**src/rtl/sram_ctrl.sv**
```systemverilog
// sram_ctrl: valid/ready front end for an asynchronous 16-bit SRAM.
// Each access runs setup, a WAIT-cycle strobe and hold, then pulses rsp_valid.
module sram_ctrl #(
   parameter int AW   = 16,
   parameter int DW   = 16,
   parameter int WAIT = 2
) (
   input  logic          clk,
   input  logic          rst,
   input  logic          req_valid,
   output logic          req_ready,
   input  logic          req_we,
   input  logic [1:0]    req_be,
   input  logic [AW-1:0] req_addr,
   input  logic [DW-1:0] req_wdata,
   output logic          rsp_valid,
   output logic [DW-1:0] rsp_rdata,
   output logic          sram_ce_n,
   output logic          sram_oe_n,
   output logic          sram_we_n,
   output logic          sram_lb_n,
   output logic          sram_ub_n,
   output logic [AW-1:0] sram_addr,
   output logic [DW-1:0] sram_din,
   input  logic [DW-1:0] sram_dout
);

   localparam int BW = DW / 2;

   typedef enum logic [1:0] {IDLE, SETUP, STROBE, HOLD} state_t;

   state_t        state;
   state_t        state_nxt;
   logic [3:0]    cnt;
   logic          we_q;
   logic [1:0]    be_q;
   logic          accept;
   logic          cur_we;
   logic [1:0]    cur_be;
   logic          ce_nxt;
   logic          oe_nxt;
   logic          we_nxt;
   logic          lb_nxt;
   logic          ub_nxt;
   logic          rsp_nxt;
   logic [DW-1:0] rd_mask;

   assign req_ready = (state == IDLE);
   assign accept    = req_valid && req_ready;

   // Strobes are registered from the next state, so the accepting
   // edge must see the incoming request rather than the captured one.
   assign cur_we = req_ready ? req_we : we_q;
   assign cur_be = req_ready ? req_be : be_q;

   assign rd_mask = {be_q[1] ? sram_dout[DW-1:BW] : {BW{1'b0}},
                     be_q[0] ? sram_dout[BW-1:0]  : {BW{1'b0}}};

   always_ff @(posedge clk or negedge rst) begin
      if (!rst) state <= IDLE;
      else      state <= state_nxt;
   end

   always_comb begin
      state_nxt = state;
      case (state)
         IDLE:    if (accept) state_nxt = SETUP;
         SETUP:   state_nxt = STROBE;
         STROBE:  if (cnt == 4'd0) state_nxt = HOLD;
         HOLD:    state_nxt = IDLE;
         default: state_nxt = IDLE;
      endcase
   end

   always_comb begin
      ce_nxt  = 1'b1;
      oe_nxt  = 1'b1;
      we_nxt  = 1'b1;
      lb_nxt  = 1'b1;
      ub_nxt  = 1'b1;
      rsp_nxt = 1'b0;
      if (state_nxt != IDLE) begin
         ce_nxt = 1'b0;
         lb_nxt = ~cur_be[0];
         ub_nxt = ~cur_be[1];
      end
      if (state_nxt == STROBE) begin
         we_nxt = ~cur_we;
         oe_nxt = cur_we;
      end
      if (state_nxt == HOLD) rsp_nxt = 1'b1;
   end

   always_ff @(posedge clk or negedge rst) begin
      if (!rst) begin
         sram_ce_n <= 1'b1;
         sram_oe_n <= 1'b1;
         sram_we_n <= 1'b1;
         sram_lb_n <= 1'b1;
         sram_ub_n <= 1'b1;
         sram_addr <= '0;
         sram_din  <= '0;
         rsp_valid <= 1'b0;
         rsp_rdata <= '0;
         we_q      <= 1'b0;
         be_q      <= 2'b00;
         cnt       <= 4'd0;
      end else begin
         sram_ce_n <= ce_nxt;
         sram_oe_n <= oe_nxt;
         sram_we_n <= we_nxt;
         sram_lb_n <= lb_nxt;
         sram_ub_n <= ub_nxt;
         rsp_valid <= rsp_nxt;
         rsp_rdata <= (rsp_nxt && !we_q) ? rd_mask : '0;
         if (accept) begin
            we_q      <= req_we;
            be_q      <= req_be;
            sram_addr <= req_addr;
            sram_din  <= req_wdata;
         end
         if (state == SETUP)
            cnt <= 4'(WAIT - 1);
         else if (state == STROBE && cnt != 4'd0)
            cnt <= cnt - 4'd1;
      end
   end

endmodule

```
**config.mk**
```make
export PLATFORM = sky130hd
export DESIGN_NAME = sram_ctrl
export DESIGN_NICKNAME = d
export VERILOG_FILES = /design/src/rtl/sram_ctrl.sv
export SDC_FILE = /design/constraint.sdc
export NUM_CORES = 1
export LEC_CHECK = 0
export ABC_AREA = 0
export CORE_MARGIN = 3
export CORE_UTILIZATION = 45
export CTS_CLUSTER_DIAMETER = 200
export DETAILED_ROUTE_END_ITERATION = 10
export GPL_TIMING_DRIVEN = 0
export PLACE_DENSITY = 0.85
export SLEW_MARGIN = 20
export SYNTH_ARGS = -nofsm -noshare
export SYNTH_HDL_FRONTEND = slang
export SYNTH_SLANG_ARGS = --single-unit
```
**constraint.sdc**
```tcl
create_clock -name clk -period 3.1 [get_ports clk]
set_input_delay 0.465 -clock clk [delete_from_list [all_inputs] [get_ports clk]]
set_output_delay 0.465 -clock clk [all_outputs]
set_load 0.02 [all_outputs]
```
# --- Yosys cells after proc, flatten, opt, wreduce, memory -nomap -nowiden ---
# Index checks and enable logic that the tools add are counted.
op_classes:
  addsub: 1
  n_mux: 16
  reduce_logical: 9
  bitwise_logic: 3
  n_eq_ne: 5
op_table:
  columns: ["operator", "count"]
  rows:
  - ["16-bit 2-to-1 mux", 1]
  - ["8-bit 2-to-1 mux", 2]
  - ["2-bit == test (second input constant)", 4]
  - ["4-bit 2-to-1 mux", 2]
  - ["2-bit one-hot mux with 4 select lines", 1]
  - ["1-bit 2-to-1 mux", 7]
  - ["2-bit 2-to-1 mux", 3]
  - ["4-bit logical NOT", 1]
  - ["2-bit nonzero test", 2]
  - ["4-bit nonzero test", 1]
  - ["4-bit by 1-bit subtractor with 4-bit output (second input constant)", 1]
  - ["1-bit logical AND", 3]
  - ["1-bit inverter", 3]
  - ["2-bit by 1-bit == test with 1-bit output (second input constant)", 1]
  - ["2-bit logical NOT", 1]
  - ["1-bit logical NOT", 1]
totals:
  input_bits: 54
  ff_bits: 63
  wordCells: 47
  output_inout_bits: 55

# --- Depth between registers and ports, before layout ---
# Gate-level depths: netlist (run 1).
logic_depth:
  ltp_word: 8
  mapped_depth: 7
  mapped_depth_nobuf: 6

# --- Worst setup path before layout (run 1) ---
# Ideal clock, no wire load.
synth_path:
  kind: "register to register"
  from: "register state[0]"
  to: "register be_q[0]"
  required_time_ps: 2975
  slack_ps: 1248
  arrival_time_ps: 1727
  path_stages_with_launch: 6
  n_path_buf: 1
  path_cell_list: "dfrtp_1 -> inv_1 -> ha_1 -> nand2_1 -> clkbuf_1 -> mux2_2"
synth_via:
  elab_chain_cells: 2
synth_lines:
  columns: ["element", "line", "source"]
  rows:
  - ["start, declared", "32", "state_t state;"]
  - ["start signal, assigned", "61", "else state <= state_nxt;"]
  - ["2-bit logical NOT", "48", "assign req_ready = (state == IDLE);"]
  - ["via req_ready", "11", "output logic req_ready,"]
  - ["1-bit logical AND", "49", "assign accept = req_valid && req_ready;"]
  - ["end signal, assigned", "118", "be_q <= req_be;"]
  - ["end, declared", "36", "logic [1:0] be_q;"]
# The timed path passes the listed nets, and every way through them passes these cells.
# A chain may end at the register's enable or synchronous reset.

# --- Worst setup path in the final report (run 1) ---
layout_path:
  from: "register state[0]"
  to: "output req_ready"
layout_via:
  elab_chain_cells: 1
layout_lines:
  columns: ["element", "line"]
  rows:
  - ["2-bit logical NOT", "48"]
  - ["end, declared", "11"]
# Every way passes these cells.

==> results of run 1 <==
-- per-layer routing --
metal  GRT usage  up-vias  share of wire  routed length, um
met5           0        -              0                  0
met4     0.08108        0          0.013                 72
met3     0.06541        7          0.097                519
met2      0.2856       68           0.49               2642
met1      0.2018      830           0.39               2105
li1            -      841              -                  -
-- through the flow --
step	worst slack [ns]	total power, uW	util	cells
2_1_floorplan	1.248	2478	-	181
3_3_place_gp	-0.4396	3248	0.6987	359
3_5_place_dp	0.9101	3316	0.7020	360
4_1_cts	0.7585	3900	0.7310	376
5_1_grt	0.6563	4098	0.7310	376
6_report	0.7652	3856	0.7310	376
-- cell families (layout without fill, tap and decap cells) --
kind of cell	count (synthesis)	in the layout	share of synthesized area
buf+inv	29	154	0.05326
mux	40	40	0.1782
compound gates	7	7	0.01842
flops	63	63	0.6297
fa+ha+maj	6	6	0.02986
simple gates	36	36	0.09060
-- Yosys cell counts --
cell type,n,area share
a211o_1,1,0.0035
a21oi_1,2,0.0040
a221o_1,1,0.0040
and2_2,1,0.0030
buf_12,1,0.0080
buf_2,1,0.0020
buf_6,1,0.0045
clkbuf_1,3,0.0045
dfrtp_1,58,0.58
dfstp_2,5,0.052
ha_1,6,0.030
inv_1,23,0.034
mux2_2,38,0.17
mux2i_1,2,0.0080
nand2_1,3,0.0045
nand3_1,2,0.0040
nand3b_1,2,0.0060
nor2_1,9,0.013
nor3_1,8,0.016
nor3_2,7,0.028
nor3_4,1,0.0065
nor4b_1,1,0.0035
o21ai_0,2,0.0040
o31ai_1,1,0.0030
or3_1,1,0.0025
or3b_1,1,0.0035
-- power by group through the flow --
stage	Sequential, uW	Clock (uW)	Combinational [uW]
6_report	1320	574	1960
5_1_grt	1370	630	2100
4_1_cts	1330	593	1980
3_5_place_dp	1340	0	1980
3_3_place_gp	1320	0	1930
2_1_floorplan	1670	0	807
-- worst register-to-register path, stage by stage (launching register included) --
cell and delay (ns):
dfrtp_1 0.39, inv_1 0.09, ha_1 0.32, nand2_1 0.29, clkbuf_1 0.49, mux2_2 0.41
-- registers in the layout, indices dropped and copies added, names as in the netlist --
signal	cells
be_q	2
cnt	4
rsp_rdata	16
rsp_valid	1
sram_addr	16
sram_ce_n	1
sram_din	16
sram_lb_n	1
sram_oe_n	1
sram_ub_n	1
sram_we_n	1
state	2
we_q	1
-- final cells by class --
cell class              instances  area share
clock inverters                 2    0.002598
clock buffers                  14     0.03703
well taps                      70     0.02273
repair buffers                109      0.2852
inverters                      23     0.02241
flip-flops and latches         63      0.4108
plain buffers                   6     0.01234
multi-input cells              89      0.2069
-- how the worst max path moves through the flow --
stage / from / endpoint / slack (ns) / depth (start not counted)
6_report: state[0]$_DFF_PN0_ / req_ready / 0.77 / 3
5_1_grt: state[0]$_DFF_PN0_ / req_ready / 0.66 / 3
4_1_cts: state[0]$_DFF_PN0_ / req_ready / 0.76 / 3
3_5_place_dp: req_valid / sram_addr[14]$_DFFE_PN0P_ / 0.91 / 4
3_3_place_gp: rst / sram_din[5]$_DFFE_PN0P_ / -0.44 / 1
2_1_floorplan: state[0]$_DFF_PN0_ / be_q[0]$_DFFE_PN0P_ / 1.25 / 5
==> summary.md, run 1 <==
| Metric | Value |
|---|---|
| Antenna-violating nets left | 0 |
| Peak supply drop | 519.8 uV |
| # clock sinks | 63 |
| CTS Root Cell | clkbuf_8 |
| Critical Path AT | 1.87 ns |
| Area growth, synth to finish | 53.26% |
| Worst Setup End Kind | primary output |
| Sequential share of the synthesized area | 0.6297 |
| Die Y | 80.74 um |
| RSZ-0062 raised after global routing | false |
| Fillers | 388 |
| Final-report hold violation count | 0 |
| Post-Route Skew | 0.006261 ns |
| Multi-input logic area | 797.0 um^2 |
| Switch Pwr | 1404 uW |
| RR Endpoint | sram_addr[14]$_DFFE_PN0P_ |
| Flop and latch count out of synthesis | 63 |
| Hold Crit Class | in2async |
| Max Cap Viol | 0 |
| Crit share post-route | 0.7532 |
| Fin crit period | 2.335 ns |
| Share of cells above drive strength 1 | 0.2222 |
| Sequential group share of total power | 0.344 |
| Int Pwr | 2452 uW |
| Count of cell types in the netlist | 26 |
| YS warnings | 0 |
| Wirelength per Cell | 14.20 um |
| GRT overflow | 0 |
| Mapped Cells | 181 |
| Gate power share | 0.508 |
| Final GP Congestion | 0.6692 |
| Worst EP required | 2.63 ns |
| Final setup violation count | 0 |
| Reg area | 1583 um^2 |
| Routed WL | 5.340 mm |
| Total GRT Usage | 0.1737 |
| Slowest cell on crit path | clkdlybuf4s50_1 |
| Crit Path Class | reg2out |
| DIE WIDTH | 80.74 um |
| IO Pins | 109 |
| First-pass GRT wire length | 8.411 mm |
| Crit Reg-Reg Startpoint | state[0]$_DFF_PN0_ |
| Leakage Power | 0.001697 uW |
| Synth Net Count | 241 |
| Area after DPL | 3700 um^2 |
| Vias | 1746 |
| WP buf/inv | 2 |
| Via-to-Cell Ratio | 4.644 |
| Core region area | 5270 um^2 |
| Commonest non-fill, non-tap cell in the layout | clkdlybuf4s50_1 |
| Row count | 26 |
| Status | finished, final reports clean |
| Worst rel slew slack | 0.6233 |
| DPL Wire Length | 3.976 mm |
| Max incr delay on CP | 0.67 ns |
| Setup bufs post-CTS | 0 |
| Antenna violations before repair | 0 |
| Max-slew violation count | 0 |
| Setup tns final | 0 ns |
| Most frequent cells in the layout | clkdlybuf4s50_1 (107), dfrtp_1 (58), mux2_2 (38) |
| Synthesized cell area | 2514 um^2 |
| Worst skew pair latency | 0.33 ns |
| Worst Tran Pin Value | 0.5651 ns |
| CTS H-tree lvls | 3 |
| IO Port Bufs | 108 |
| Mapped Avg Cell Area | 13.89 um^2 |
| Largest net degree at the start of global routing | 33 |
| Worst-path clk slew | 0.06 ns |
| Hold Slack | 0.07598 ns |
| PostCTS Resize Cnt | 0 |
| Worst path cell trace | inv_1 -> ha_1 -> clkdlybuf4s50_1 |
| CP top delay family | buffers and inverters |
| R2R Setup Slk | 1.00 ns |
| CP startpoint kind | register |
| Vias in the first global route | 1810 |
| Net Sw Frac | 0.3641 |
| Initial Utilization | 0.4770 |
| Clock Path Buffers | 2 |
| CP max FO | 6 |
| Final net count | 361 |
| Pre-antenna DRT Iters | 3 |
| Hold_buf cts | 0 |
| Post-route cell area | 3852 um^2 |
| Share of total power in the clock network | 0.149 |
| Power per standard cell area | 1001 nW/um^2 |
| Diode count | 0 |
| CTS tree | done |
| Residual DRC count | 0 |
| Max Freq | 0.4283 GHz |
| DRT iter0 DRCs | 54 |
| DIE AREA | 6519 um^2 |
| R2R cell count | 5 |
| CTS buffer count | 9 |
Power figures use the tool's default switching activity.
==> inputs of run 2 (changes only) <==
CORE_UTILIZATION = 38   (was 45)
PLACE_DENSITY = 0.76   (was 0.85)
clock period = 1.99 ns   (was 3.1 ns; I/O delays follow)
==> run 2 against run 1 <==
Effect of this change: via count grew 2.4%; setup slack lost 0.69 ns; sequential power grew 57%; final cell count grew 2.4%; worst hold slack gained 0.37 ns; power grew 59%; critical path depth grew 4; utilization shrank 12 points; first-iteration DRC count shrank 39%; clock-buffer cell count shrank 1; wire length grew 2.1%; final area grew 1.6%.
==> summary.md, run 2 (synthesis results as in run 1) <==
| Metric | Value |
|---|---|
| First-pass GRT wire length | 8.597 mm (+2.2%) |
| Multi-input logic area | 804.5 um^2 (+0.94%) |
| Peak supply drop | 870.1 uV (+67%) |
| Core region area | 6386 um^2 (+21%) |
| Worst-path clk slew | 0.07 ns (about the same) |
| Share of cells above drive strength 1 | 0.2597 (+0.03752) |
| Pre-antenna DRT Iters | 4 (+1) |
| Fin crit period | 1.916 ns |
| Antenna violations before repair | 0 (unchanged) |
| CP top delay family | simple AND/OR/NAND/NOR gates |
| Commonest non-fill, non-tap cell in the layout | clkdlybuf4s50_1 |
| Via-to-Cell Ratio | 4.644 (about the same) |
| Post-route cell area | 3913 um^2 (+1.6%) |
| Vias | 1788 (+2.4%) |
| CTS tree | done |
| Worst EP required | 2.23 ns (-0.40 ns) |
| Vias in the first global route | 1802 (-0.44%) |
| CP max FO | 10 (+4) |
| Dpl cells | 367 (+1.9%) |
| Status | finished, final reports clean |
| CTS buffer count | 9 (unchanged) |
| Crit Path Class | reg2reg |
| Max-slew violation count | 0 (unchanged) |
| Clock Path Buffers | 2 (unchanged) |
| DRT iter0 DRCs | 33 (-39%) |
| Slowest cell on crit path | dfrtp_1 |
| Worst rel slew slack | 0.6463 (+0.02307) |
| Wirelength per Cell | 14.16 um (-0.27%) |
| Final-report hold violation count | 0 (unchanged) |
| Diode count | 0 (unchanged) |
| Worst skew pair latency | 0.33 ns (about the same) |
| Final GP Congestion | 0.7821 (+17%) |
| Pre-CTS worst setup slack | -0.1321 ns (-1.042 ns) |
| IO Pins | 109 (unchanged) |
| Worst Setup End Kind | register |
| Critical Path AT | 2.16 ns (+0.29 ns) |
| Area after DPL | 3709 um^2 (+0.24%) |
| Power per standard cell area | 1569 nW/um^2 (+57%) |
| Top Registers | rsp_rdata x16, sram_addr x16, sram_din x16 |
| Reg area | 1583 um^2 (unchanged) |
| Hold Crit Class | in2async |
| Final net count | 363 (+0.55%) |
| Max Cap Viol | 0 (unchanged) |
| Worst Tran Pin Value | 0.5289 ns (-0.03620 ns) |
| Final setup violation count | 0 (unchanged) |
| RSZ-0062 raised after global routing | false |
| IO Port Bufs | 108 (unchanged) |
| Die Y | 87.33 um (+8.2%) |
| Routed WL | 5.453 mm (+2.1%) |
| # clock sinks | 63 (unchanged) |
| Max Freq | 0.5219 GHz |
| Initial Utilization | 0.3936 (-0.08336) |
| Hold Slack | 0.4487 ns (+0.3727 ns) |
| Antenna-violating nets left | 0 (unchanged) |
| Worst path cell trace | inv_2 -> ha_2 -> or3b_4 -> a221o_1 -> buf_6 -> buf_12 -> nor3_2 |
| Most frequent cells in the layout | clkdlybuf4s50_1 (106), dfrtp_1 (58), mux2_2 (38) |
| Leakage Power | 0.001726 uW (+1.7%) |
| Max incr delay on CP | 0.40 ns (-0.27 ns) |
| Fillers | 540 (+39%) |
| CP startpoint kind | register |
| DIE WIDTH | 87.33 um (+8.2%) |
| WP buf/inv | 3 (+1) |
| Post-Route Skew | 0.006205 ns (-0.00005678 ns) |
| Layout Cells excl Fill | 385 (+2.4%) |
| Final worst setup slack | 0.07391 ns (-0.6913 ns) |
| Residual DRC count | 0 (unchanged) |
| Total GRT Usage | 0.1489 (-0.02484) |
| CTS H-tree lvls | 3 (unchanged) |
| DPL Wire Length | 4.118 mm (+3.6%) |
| GRT overflow | 0 (unchanged) |
| CTS Root Cell | clkbuf_8 |
| DIE AREA | 7627 um^2 (+17%) |
| Row count | 29 (+12%) |
| Crit share post-route | 0.9629 |
| Largest net degree at the start of global routing | 34 (+3.0%) |
| Area growth, synth to finish | 55.65% |
run 2: final cells by class:
| cell class | count | share of cell area |
|---|---|---|
| clock inverters | 3 | 0.004477 |
| flip-flops and latches | 63 | 0.4045 |
| clock buffers | 13 | 0.04061 |
| multi-input cells | 89 | 0.2056 |
| repair buffers | 111 | 0.2849 |
| plain buffers | 6 | 0.01311 |
| well taps | 77 | 0.02462 |
| inverters | 23 | 0.02207 |
run 2: worst paths after layout:
check	cells after the start	from	end	slack [ns]
worst max-delay path	7	cnt[1]$_DFFE_PN0P_	rsp_rdata[13]$_DFF_PN0_	0.07
worst max register to register	7	cnt[1]$_DFFE_PN0P_	rsp_rdata[13]$_DFF_PN0_	0.07
worst min-delay path	2	rst	cnt[2]$_DFFE_PN0P_	0.45
max in group asynchronous	3	rst	sram_ub_n$_DFF_PN1_	0.96
worst min register to register	1	sram_addr[8]$_DFFE_PN0P_	sram_addr[8]$_DFFE_PN0P_	0.51
min in group clk	3	sram_dout[1]	rsp_rdata[1]$_DFF_PN0_	0.49
run 2: timing repair:
action / in CTS / in global routing
buffers inserted: 0 / 1
endpoints found under the setup margin: 31 / 43
hold buffers: 1 / 0
gates cloned: 0 / 0
hold endpoints to repair: 28 / 0
resized for setup: 4 / 5
run 2: per-layer routing:
metal,track usage,vias to the layer above,part of all wire
met4,0.07252,0,0.021
met5,0,-,0
met3,0.05582,11,0.084
li1,-,844,-
met1,0.1765,866,0.40
met2,0.2370,67,0.50
run 2: stage by stage:
| step | util | power (uW) | TNS (ns) |
|---|---|---|---|
| floorplan | - | 3860 | 0 |
| global placement | 0.5780 | 5079 | -87.93 |
| detailed placement | 0.5807 | 5183 | -3.203 |
| CTS | 0.6103 | 6187 | 0 |
| global route | 0.6127 | 6534 | 0 |
| finish | 0.6127 | 6140 | 0 |
run 2: report_power, final:
| group | internal [uW] | switching, uW | total (uW) |
|---|---|---|---|
| Sequential | 1820 | 241 | 2070 |
| Clock | 517 | 476 | 993 |
| Combinational | 1570 | 1520 | 3080 |
| Total | 3910 | 2230 | 6140 |
==> inputs of run 3 (changes only) <==
GPL_ROUTABILITY_DRIVEN = 1   (was unset)
MAX_ROUTING_LAYER = met4   (was unset)
==> run 3 against run 2 <==
Effect of this change: critical path depth unchanged; sequential share of layout area unchanged; power about the same; fmax about the same; sequential power is essentially flat; final area unchanged; utilization is the same; first-iteration DRC count shrank 12%; worst hold slack gained 0.0010 ns; die area stayed put; critical path type unchanged; largest cell class unchanged.
==> summary.md, run 3 (synthesis results as in run 1) <==
| Metric | Value |
|---|---|
| GRT overflow | 0 (unchanged) |
| Wirelength per Cell | 14.15 um (about the same) |
| Commonest non-fill, non-tap cell in the layout | clkdlybuf4s50_1 |
| DIE WIDTH | 87.33 um (unchanged) |
| Final-report hold violation count | 0 (unchanged) |
| CTS Root Cell | clkbuf_8 |
| First-pass GRT wire length | 8.562 mm (-0.41%) |
| Most frequent cells in the layout | clkdlybuf4s50_1 (106), dfrtp_1 (58), mux2_2 (38) |
| Worst skew pair latency | 0.33 ns (about the same) |
| Pre-antenna DRT Iters | 4 (unchanged) |
| Post-route cell area | 3913 um^2 (unchanged) |
| Crit Reg-Reg Startpoint | cnt[1]$_DFFE_PN0P_ |
| Vias in the first global route | 1810 (+0.44%) |
| Total GRT Usage | 0.1524 (+0.003537) |
| Final setup violation count | 0 (unchanged) |
| Row count | 29 (unchanged) |
| Setup tns final | 0 ns (unchanged) |
| Worst path cell trace | inv_2 -> ha_2 -> or3b_4 -> a221o_1 -> buf_6 -> buf_12 -> nor3_2 |
| CP Capture Point | rsp_rdata[13]$_DFF_PN0_ |
| CP top delay family | simple AND/OR/NAND/NOR gates |
| Post-Route Skew | 0.005900 ns (-0.0003045 ns) |
| Final net count | 363 (unchanged) |
| Hold Slack | 0.4497 ns (+0.001007 ns) |
| CP Launch Point | cnt[1]$_DFFE_PN0P_ |
| RSZ-0062 raised after global routing | false |
| Via-to-Cell Ratio | 4.655 (+0.22%) |
| Final GP Congestion | 0.7929 (+1.4%) |
| Max-slew violation count | 0 (unchanged) |
| Status | finished, final reports clean |
| Worst Setup End Kind | register |
| Critical Path AT | 2.16 ns (about the same) |
| WP buf/inv | 3 (unchanged) |
| Slowest cell on crit path | dfrtp_1 |
| Die Y | 87.33 um (unchanged) |
| Clock Path Buffers | 2 (unchanged) |
| Top Registers | rsp_rdata x16, sram_addr x16, sram_din x16 |
| Vias | 1792 (+0.22%) |
| Peak supply drop | 870.0 uV (about the same) |
| Leakage Power | 0.001726 uW (unchanged) |
| CTS buffer count | 9 (unchanged) |
| Max Cap Viol | 0 (unchanged) |
| Max incr delay on CP | 0.40 ns (about the same) |
| RR Endpoint | rsp_rdata[13]$_DFF_PN0_ |
| Share of cells above drive strength 1 | 0.2597 (unchanged) |
| R2R cell count | 7 (unchanged) |
| Largest net degree at the start of global routing | 34 (unchanged) |
| IO Pins | 109 (unchanged) |
| Residual DRC count | 0 (unchanged) |
| CTS tree | done |
| DIE AREA | 7627 um^2 (unchanged) |
| DPL Wire Length | 4.118 mm (unchanged) |
| CTS H-tree lvls | 3 (unchanged) |
| CP Depth | 7 (unchanged) |
| Crit Path Class | reg2reg |
| Fin crit period | 1.916 ns (-0.0005029 ns) |
| Diode count | 0 (unchanged) |
| Fin util | 0.6127 (unchanged) |
| CP startpoint kind | register |
| R2R Setup Slk | 0.07 ns (about the same) |
| Antenna-violating nets left | 0 (unchanged) |
| Max Freq | 0.5220 GHz (about the same) |
| DRT iter0 DRCs | 29 (-12%) |
| Antenna violations before repair | 0 (unchanged) |
| Area after DPL | 3709 um^2 (unchanged) |
| CP max FO | 10 (unchanged) |
| Power per standard cell area | 1569 nW/um^2 (about the same) |
| Worst-path clk slew | 0.07 ns (about the same) |
| Core region area | 6386 um^2 (unchanged) |
| Area growth, synth to finish | 55.65% (unchanged) |
| # clock sinks | 63 (unchanged) |
| Crit share post-route | 0.9626 (about the same) |
| Power, Total | 6140 uW (about the same) |
| Worst rel slew slack | 0.6461 (about the same) |
| IO Port Bufs | 108 (unchanged) |
| Worst Tran Pin Value | 0.5293 ns (+0.0003886 ns) |
| Fillers | 540 (unchanged) |
| Routed WL | 5.449 mm (about the same) |
| Worst EP required | 2.23 ns (about the same) |
| Initial Utilization | 0.3936 (unchanged) |
| Hold Crit Class | in2async |
==> run 3: cell counts in the layout (fill, tap and decap cells not counted) <==
No cell type changed its count.
==> run 3: final cells by class <==
class / count / area, um^2 / share of cell area
plain buffers: 6 / 51.30 / 0.01311
inverters: 23 / 86.33 / 0.02207
multi-input cells: 89 / 804.5 / 0.2056
well taps: 77 / 96.34 / 0.02462
clock buffers: 13 / 158.9 / 0.04061
flip-flops and latches: 63 / 1583 / 0.4045
clock inverters: 3 / 17.52 / 0.004477
repair buffers: 111 / 1115 / 0.2849
==> run 3: what timing repair did <==
item	4_1_cts	5_1_grt
resized for setup	4	5
pin swaps	0	0
hold endpoints to repair	28	0
setup buffers	0	1
hold buffers	1	0
setup endpoints to repair	31	43
==> run 3: routing by layer <==
| metal | track usage | vias to the layer above | part of all wire |
|---|---|---|---|
| li1 | - | 844 | - |
| met3 | 0.05014 | 10 | 0.074 |
| met2 | 0.2370 | 66 | 0.50 |
| met1 | 0.1778 | 872 | 0.41 |
| met4 | 0.07252 | 0 | 0.019 |
| met5 | - | - | 0 |
==> run 3: report_power, final <==
group,internal (uW),switching [uW],total (uW)
Combinational,1570,1520,3080
Clock,517,476,993
Sequential,1820,242,2070
==> run 3: stage by stage <==
stage	setup WS, ns	cells
after floorplan	0.1380	181
after global placement	-1.414	366
after detailed placement	-0.1321	367
after CTS	0.003045	384
after global routing	0.0001013	385
final	0.07441	385
==> run 3: worst min-delay path by stage <==
stage	start	to	slack [ns]
floorplan	rst	be_q[0]$_DFFE_PN0P_	0.003
global placement	sram_addr[11]$_DFFE_PN0P_	sram_addr[11]$_DFFE_PN0P_	0.49
detailed placement	rst	cnt[1]$_DFFE_PN0P_	0.26
CTS	rst	cnt[1]$_DFFE_PN0P_	0.46
global route	rst	cnt[2]$_DFFE_PN0P_	0.48
finish	rst	cnt[2]$_DFFE_PN0P_	0.45
